==> config.mk <==
export PLATFORM = sky130hd
export DESIGN_NAME = disp_share_sched
export DESIGN_NICKNAME = d
export VERILOG_FILES = /design/src/rtl/disp_share_sched.sv
export SDC_FILE = /design/constraint.sdc
export NUM_CORES = 1
export LEC_CHECK = 0
export CORE_MARGIN = 4
export CORE_UTILIZATION = 44
export DETAILED_ROUTE_END_ITERATION = 7
export PLACE_DENSITY = 0.76
export REMOVE_ABC_BUFFERS = 1
export SETUP_SLACK_MARGIN = 0.2
export SYNTH_ARGS = -nofsm -noshare
export SYNTH_HDL_FRONTEND = slang
export SYNTH_SLANG_ARGS = --single-unit
==> constraint.sdc <==
create_clock -name clk100MHZ -period 2.7 [get_ports clk100MHZ]
set_input_delay 0.54 -clock clk100MHZ [delete_from_list [all_inputs] [get_ports clk100MHZ]]
set_output_delay 0.54 -clock clk100MHZ [all_outputs]
set_load 0.01 [all_outputs]
==> src/rtl/disp_share_sched.sv <==
// Display share scheduler: time-shares one 8-digit seven-segment scanner
// between three requesters. Round-robin arbitration with a guaranteed minimum
// dwell per grant, and an optional per-owner blink of the whole display.
module disp_share_sched #(
  parameter int DWELL_TICKS = 200000000,
  parameter int BLINK_TICKS = 25000000
) (
  input  logic        clk100MHZ,
  input  logic        rst_n,
  input  logic [2:0]  req,
  input  logic [2:0]  blink,
  input  logic [31:0] src0_dig,
  input  logic [31:0] src1_dig,
  input  logic [31:0] src2_dig,
  output logic [2:0]  gnt,
  output logic [31:0] dig_bus,
  output logic        disp_en,
  output logic        gnt_chg
);

  localparam int DW = (DWELL_TICKS > 1) ? $clog2(DWELL_TICKS) : 1;
  localparam int BW = (BLINK_TICKS > 1) ? $clog2(BLINK_TICKS) : 1;
  localparam logic [DW-1:0] DWELL_LOAD = DW'(DWELL_TICKS - 1);
  localparam logic [BW-1:0] BLINK_LAST = BW'(BLINK_TICKS - 1);

  typedef enum logic [1:0] {ST_IDLE, ST_DWELL, ST_HOLD} state_t;

  state_t         state_reg, state_next;
  logic [1:0]     owner_reg, owner_next;
  logic [1:0]     last_owner_reg, last_owner_next;
  logic [DW-1:0]  dwell_cnt_reg, dwell_cnt_next;
  logic [BW-1:0]  blink_cnt_reg, blink_cnt_next;
  logic           phase_reg, phase_next;
  logic [2:0]     gnt_reg, gnt_next;
  logic [31:0]    dig_bus_reg, dig_bus_next;
  logic           disp_en_reg, disp_en_next;
  logic           gnt_chg_reg, gnt_chg_next;

  logic [2:0]     owner_oh;
  logic [2:0]     cand_others;
  logic           grant;
  logic           expire;
  logic           active_next;

  // Round-robin pick: search last+1, last+2, last+3 (mod 3); cand must be nonzero
  function automatic logic [1:0] rr_pick(input logic [2:0] cand, input logic [1:0] last);
    logic [1:0] o0, o1, o2;
    case (last)
      2'd0:    begin o0 = 2'd1; o1 = 2'd2; o2 = 2'd0; end
      2'd1:    begin o0 = 2'd2; o1 = 2'd0; o2 = 2'd1; end
      default: begin o0 = 2'd0; o1 = 2'd1; o2 = 2'd2; end
    endcase
    if (cand[o0])      rr_pick = o0;
    else if (cand[o1]) rr_pick = o1;
    else if (cand[o2]) rr_pick = o2;
    else               rr_pick = o0;
  endfunction

  // One-hot views of the current owner and of the owner after this edge
  genvar gi;
  generate
    for (gi = 0; gi < 3; gi++) begin : g_onehot
      assign owner_oh[gi] = (owner_reg == 2'(gi));
      assign gnt_next[gi] = active_next && (owner_next == 2'(gi));
    end
  endgenerate

  assign cand_others = req & ~owner_oh;
  assign active_next = (state_next != ST_IDLE);

  // Arbitration, dwell timing and blink phase for the next edge
  always_comb begin
    state_next      = state_reg;
    owner_next      = owner_reg;
    last_owner_next = last_owner_reg;
    dwell_cnt_next  = dwell_cnt_reg;
    blink_cnt_next  = blink_cnt_reg;
    phase_next      = phase_reg;
    grant           = 1'b0;
    expire          = 1'b0;

    case (state_reg)
      ST_IDLE: begin
        if (|req) begin
          grant      = 1'b1;
          owner_next = rr_pick(req, last_owner_reg);
        end
      end
      ST_DWELL: begin
        if (dwell_cnt_reg != '0) dwell_cnt_next = dwell_cnt_reg - 1'b1;
        else                     expire = 1'b1;
      end
      ST_HOLD: expire = 1'b1;
      default: state_next = ST_IDLE;
    endcase

    // Another requester beats an owner re-request, so nobody starves
    if (expire) begin
      if (|cand_others) begin
        grant      = 1'b1;
        owner_next = rr_pick(cand_others, last_owner_reg);
      end else if (|(req & owner_oh)) begin
        state_next = ST_HOLD;
      end else begin
        state_next = ST_IDLE;
      end
    end

    if (grant) begin
      state_next      = ST_DWELL;
      dwell_cnt_next  = DWELL_LOAD;
      last_owner_next = owner_next;
    end

    // A new grant or idle restarts the blink in its on phase
    if (grant || (state_next == ST_IDLE)) begin
      phase_next     = 1'b1;
      blink_cnt_next = '0;
    end else if (|(blink & owner_oh)) begin
      if (blink_cnt_reg == BLINK_LAST) begin
        phase_next     = ~phase_reg;
        blink_cnt_next = '0;
      end else begin
        blink_cnt_next = blink_cnt_reg + 1'b1;
      end
    end else begin
      phase_next     = 1'b1;
      blink_cnt_next = '0;
    end
  end

  // Output values that take effect at the next edge
  always_comb begin
    dig_bus_next = 32'h0;
    if (active_next) begin
      case (owner_next)
        2'd0:    dig_bus_next = src0_dig;
        2'd1:    dig_bus_next = src1_dig;
        2'd2:    dig_bus_next = src2_dig;
        default: dig_bus_next = 32'h0;
      endcase
    end
    disp_en_next = active_next && phase_next;
    gnt_chg_next = (gnt_next != gnt_reg);
  end

  // State and registered outputs; source 0 wins the first arbitration after reset
  always_ff @(posedge clk100MHZ or negedge rst_n) begin
    if (!rst_n) begin
      state_reg      <= ST_IDLE;
      owner_reg      <= 2'd0;
      last_owner_reg <= 2'd2;
      dwell_cnt_reg  <= '0;
      blink_cnt_reg  <= '0;
      phase_reg      <= 1'b1;
      gnt_reg        <= 3'b000;
      dig_bus_reg    <= 32'h0;
      disp_en_reg    <= 1'b0;
      gnt_chg_reg    <= 1'b0;
    end else begin
      state_reg      <= state_next;
      owner_reg      <= owner_next;
      last_owner_reg <= last_owner_next;
      dwell_cnt_reg  <= dwell_cnt_next;
      blink_cnt_reg  <= blink_cnt_next;
      phase_reg      <= phase_next;
      gnt_reg        <= gnt_next;
      dig_bus_reg    <= dig_bus_next;
      disp_en_reg    <= disp_en_next;
      gnt_chg_reg    <= gnt_chg_next;
    end
  end

  assign gnt     = gnt_reg;
  assign dig_bus = dig_bus_reg;
  assign disp_en = disp_en_reg;
  assign gnt_chg = gnt_chg_reg;

endmodule

[Yosys cells after proc, flatten, opt, wreduce, memory -nomap -nowiden]
Cells that the tools add are included.
Storage, ports and cells
  register bits: 97
  output and inout bits: 37
Cells by class
  muxes and demuxes: 59
  add/sub/neg operators: 2
  magnitude comparators: 6
  reductions and logical operators: 20
  bitwise logic cells: 5
  equality and inequality tests: 9
Operators with widths (number)
  case mux 32 bit (3 select lines): 1
  2-to-1 mux 28 bit: 3
  2-to-1 mux 25 bit: 3
  2-to-1 mux 2 bit: 27
  2-to-1 mux 32 bit: 1
  nonzero test 28 bit: 1
  subtractor 28 x 1 -> 28 bit, second input constant: 1
  adder 25 x 1 -> 25 bit, second input constant: 1
  == test 25 bit, second input constant: 1
  less-than comparator 2 x 3 -> 1 bit, second input constant: 6
  OR reduction 3 bit: 5
  2-to-1 mux 1 bit: 14
  binary-select mux 1 bit (select 2 bit): 6
  case mux 2 bit (2 select lines): 3
  zero test 2 bit: 5
  AND 3 bit: 3
  == test 2 x 1 -> 1 bit, second input constant: 4
  == test 2 bit, second input constant: 3
  nonzero test 2 bit: 3
  logical AND 1 bit: 4
  inequality test 3 bit: 1
  NOT 3 bit: 1
  case mux 1 bit (2 select lines): 1
  AND reduction 2 bit: 1
  other kinds (2): 2

[Depth between registers and ports, before layout]
  word-level depth: 16
  gate-level depth with buffers: 11
  mapped depth without buffers: 9

[Worst setup path after synthesis]
Ideal clock, no wire load.
  path type: flip-flop to flip-flop
  start: register dwell_cnt_reg[0]
  end: register dig_bus_reg[23] (netlist: dig_bus[23])
  data required time: 2.579 ns
  stages on the path, launching flop included: 12
  data arrival time: 2.470 ns
  path buffers: 2
  clock period less this slack: 2.591 ns
  setup slack: 0.109 ns
  cells stage by stage: dfrtp_1 > inv_1 > ha_1 > or4b_1 > or4_1 > o21bai_1 > a31oi_1 > nor2_2 > or2_1 > buf_4 > buf_6 > o2bb2ai_1
Between the ends
  longest elaborated chain between the ends: 7
  elaborated cells between the ends (all ways): 13
  classes of those cells: eq/ne: 2; mux: 8; reduce/logical: 3
Ends and longest elaborated chain
  from (decl): line 31  | logic [DW-1:0] dwell_cnt_reg, dwell_cnt_next;
  from (signal assigned): line 164  | dwell_cnt_reg <= dwell_cnt_next;
  nonzero test 28 bit (*): line 90  | if (dwell_cnt_reg != '0) dwell_cnt_next = dwell_cnt_reg - 1'b1;
  2-to-1 mux 1 bit (*): line 90
  case mux 1 bit (2 select lines) (*): line 82  | case (state_reg)
  2-to-1 mux 2 bit or 2-to-1 mux 1 bit (tied branches): line 98  | if (expire) begin
  == test 2 bit (tied with other cells): line 136  | case (owner_next)
  case mux 32 bit (3 select lines) or nonzero test 2 bit (tied branches): line 136, 69
  2-to-1 mux 32 bit (*): line 135  | if (active_next) begin
  named net dig_bus_next[23]: line 35  | logic [31:0] dig_bus_reg, dig_bus_next;
  to (signal assigned): line 168  | dig_bus_reg <= dig_bus_next;
  to (decl): line 35
Mark *: on every way through the listed nets, which the timed path passes. The rest lies on a longest branch.
A chain may end at the register's enable or synchronous reset.

[Worst setup path after layout]
  start: register dwell_cnt_reg[1]
  end: register dig_bus_reg[16] (netlist: dig_bus[16])
The elaborated chain is that of the path after synthesis.

==> metrics.csv <==
stage,metric,value,unit
floorplanning,core region area,11000,sq um
run,max_cap viols,0,
routing,routed via count,4630,
power,Leakage,0.00329,uW
synth,mux cell area share after synthesis,6.77,%
placement,I/O Buffers,140,
synth,"Primary FF master, synth",dfrtp_1,
floorplanning,initial core utilization,45.6,%
global_route,vias in the first global route,4856,
clock_tree,Clock Sinks,97,
global_route,largest net degree at the start of global routing,72,
synth,Synth Register Bits,97,
synth,post-synth top area cell,dfrtp_1,
synth,"FFs w/ async S/R, synth",100,%
status,status,"complete, but fails checks",
setup_path,CP endpoint kind,flop,
synth,largest family of logic cells by synthesized area,simple AND/OR/NAND/NOR gates,
status,failing checks,negative setup slack,
setup_path,R2R Path Start,dwell_cnt_reg[1],
routing,vias per cell,5.57,
routing,met3 wire len,1000,um
floorplanning,# rows,38,
synth,Compound-Gate Fraction of Synth Area,12.5,%
clock_tree,CTS tree,done,
synth,post-synthesis simple-gate area fraction,18.7,%
setup_path,Crit-path slowest cell,or4b_4,
setup_path,reg2reg setup slack,-0.13,ns
setup_path,WP depth,13,
setup_path,worst path bufs/invs,5,
final_layout,fin nets,795,
sta,Tcrit/Tclk final,105,%
setup_path,worst path required time,2.93,ns
synth,post-synthesis average cell area,10.4,sq um
synth,synthesized instance count,482,
placement,DP Cell Count,786,
worst_hold_path,worst hold path class,in -> async,
placement,placed cell areas,6860,sq um
clock_tree,hold buffers post-CTS,0,
power,Tot Pwr,5340,uW
global_route,initial antenna violation count,0,
routing,post-route ant nets,0,
synth,post-synth cell types,58,
synth,Synth Area in XOR/XNOR,8.19,%
synth,ranking of synthesized cells by area,"dfrtp_1 (47%), mux2i_1 (6.8%), o2bb2ai_1 (5.6%), nor2_1 (4.2%), xor2_1 (4.2%)",
routing,First-pass DRT Iterations,4,
synth,Yosys top cell area share,47.3,%
synth,synth warn,0,
sta,clk_skew,0.0144,ns
setup_path,CP max FO,8,
sta,Max-slew headroom,61.5,%
floorplanning,DIE HEIGHT,115,um
synth,cell area after synthesis,5030,sq um
final_layout,ant diodes,0,
routing,Avg WL per Cell,19.9,um
clock_tree,clock-pin slew on the worst setup and hold paths,0.07,ns
routing,metal2 WL,8440,um
clock_tree,H-tree depth,3,
setup_path,"Arr. time, crit path",3.06,ns
floorplanning,DIE AREA,13200,sq um
sta,Post-Route Setup TNS,-3.48,ns
final_layout,Syn-to-layout area delta,58.0,%
placement,Post-DP HPWL,10100,um
final_layout,final core utilization,72.0,%
routing,final WL,16500,um
global_route,first-pass GRT wire length,24600,um
sta,Setup Viol. Count Final,37,
power,P per Cell Area,672,nW/um^2
setup_path,Worst setup SP type,flop,
setup_path,CP max stage delay,0.49,ns
routing,M1 WL,6690,um
setup_path,"critical path, cell by cell",inv_2 > ha_4 > or4b_4 > or4_4 > o21bai_4 > a31oi_4 > nor2_2 > buf_4 > buf_6 > nor2_4 > buf_12 > clkbuf_16 > o2bb2ai_4,
sta,Slew Limit Fails,0,
clock_tree,CTS buffer count,9,
synth,number of synthesized flops with an enable pin,0,
final_layout,max FFs per register,32,
floorplanning,DIE WIDTH,115,um
clock_tree,clock latency at the later pin of the worst-skew pair,0.35,ns
placement,gpl congestion,0.864,
sta,RSZ-0062 raised after global routing,yes,
synth,sequential area share after synthesis,48.3,%
sta,Tmin final,2.83,ns
power,VDD IR-drop max,432,uV
setup_path,Setup CP Type,reg -> reg,
final_layout,Final Non-Filler Cells,831,
final_layout,share of cells above drive strength 1,21.9,%
routing,highest routed layer,met4,
floorplanning,Top Ports,141,
sta,Least-Margin Pin Slew,0.572,ns
final_layout,cell area after layout,7940,sq um
setup_path,Reg-to-Reg End,dig_bus[16],
sta,"Hold Violations, Final",0,
final_layout,fill count,714,
routing,Iteration-0 DRC Markers,271,
synth,post-synthesis adder-cell area fraction,1.24,%
global_route,GRT Residual Overflow,0,
setup_path,"CP delay by family, top",simple AND/OR/NAND/NOR gates,
final_layout,Multi-input gate area,2730,sq um
global_route,Tot GR Track Use,23.9,%
clock_tree,clk root buf,clkbuf_16,
sta,Max Fclk,0.353,GHz
setup_path,Worst R2R Path Depth,13,
sta,worst setup margin,-0.134,ns
routing,Remaining DRCs,0,
clock_tree,Max Root-Sink Buffers,2,
final_layout,Sequential Area,2430,sq um
synthesized netlist by cell type (all sizes together) (9+ instances only):
cell type and instances:
nand3 17, buf 17, xnor2 23, or4 9, nand2 36, dfrtp 95
inv 15, a21oi 11, o2bb2ai 32, nor3 12, mux2i 34, xor2 24
nor2 57
cells in the final DEF (no fill, tap or decap), types with 16 or more instances in the layout:
cell             synthesis  final
o2bb2ai_2                0     16
nand3_1                 17     17
nor2_1                  56     52
nand2_1                 36     35
xnor2_1                 23     23
buf_4                    6     56
dfrtp_1                 95     95
mux2i_1                 34     33
clkdlybuf4s50_1          0    139
xor2_1                  24     24
per-layer routing:
layer / global-route usage, % / up-vias
met5: 0 / -
li1: - / 2131
met1: 30.2 / 2310
met2: 40.8 / 154
met4: 8.06 / 0
met3: 5.16 / 35
metrics by stage:
step | setup slack [ns] | hold slack [ns]
final | -0.134 | 0.113
after detailed placement | -0.159 | 0.488
after global routing | -0.191 | 0.126
after CTS | 0.0177 | 0.117
after floorplan | -0.778 | 0.244
after global placement | -0.133 | 0.482
kinds of logic (layout without fill, tap and decap cells):
logic type | Yosys count | after routing
simple gates | 182 | 182
flops | 97 | 97
compound gates | 79 | 79
xor+xnor | 47 | 47
buf+inv | 38 | 247
mux | 34 | 34
fa+ha+maj | 5 | 5
power by group:
part / total, uW / internal, uW / switching, uW
combinational: 2180 / 1210 / 972
clock: 1340 / 737 / 604
sequential: 1820 / 1680 / 139
total: 5340 / 3630 / 1710
layout make-up:
class / count / area share (%)
Clock buffer: 9 / 2.84
Clock inverter: 7 / 1.02
Inverter: 15 / 0.709
Multi-Input combinational cell: 347 / 34.4
Sequential cell: 97 / 30.6
Tap cell: 140 / 2.21
Timing Repair Buffer: 216 / 28.2
worst register-to-register path: stages (launching register included):
cell and delay, ns:
dfrtp_1 0.40, inv_2 0.09, ha_4 0.15, or4b_4 0.49, or4_4 0.47, o21bai_4 0.16
a31oi_4 0.11, nor2_2 0.15, buf_4 0.13, buf_6 0.09, nor2_4 0.03, buf_12 0.15
clkbuf_16 0.17, o2bb2ai_4 0.12
repair_timing:
item	4_1_cts	5_1_grt
buffers inserted	13	6
pin swaps	19	7
setup endpoints to repair	76	80
gates resized for setup	44	24
cloned	5	5
how the worst max path moves through the flow:
| stage | startpoint | end | slack [ns] |
|---|---|---|---|
| final | dwell_cnt_reg[1] | dig_bus[16] | -0.13 |
| after global routing | dwell_cnt_reg[0] | dig_bus[16] | -0.19 |
| after CTS | dwell_cnt_reg[1] | dig_bus[12] | 0.02 |
| after detailed placement | req[1] | dig_bus[10] | -0.16 |
| after global placement | req[1] | dig_bus[10] | -0.13 |
| after floorplan | dwell_cnt_reg[0] | gnt_chg | -0.78 |
No activity file was read; power rests on OpenSTA's default activity.
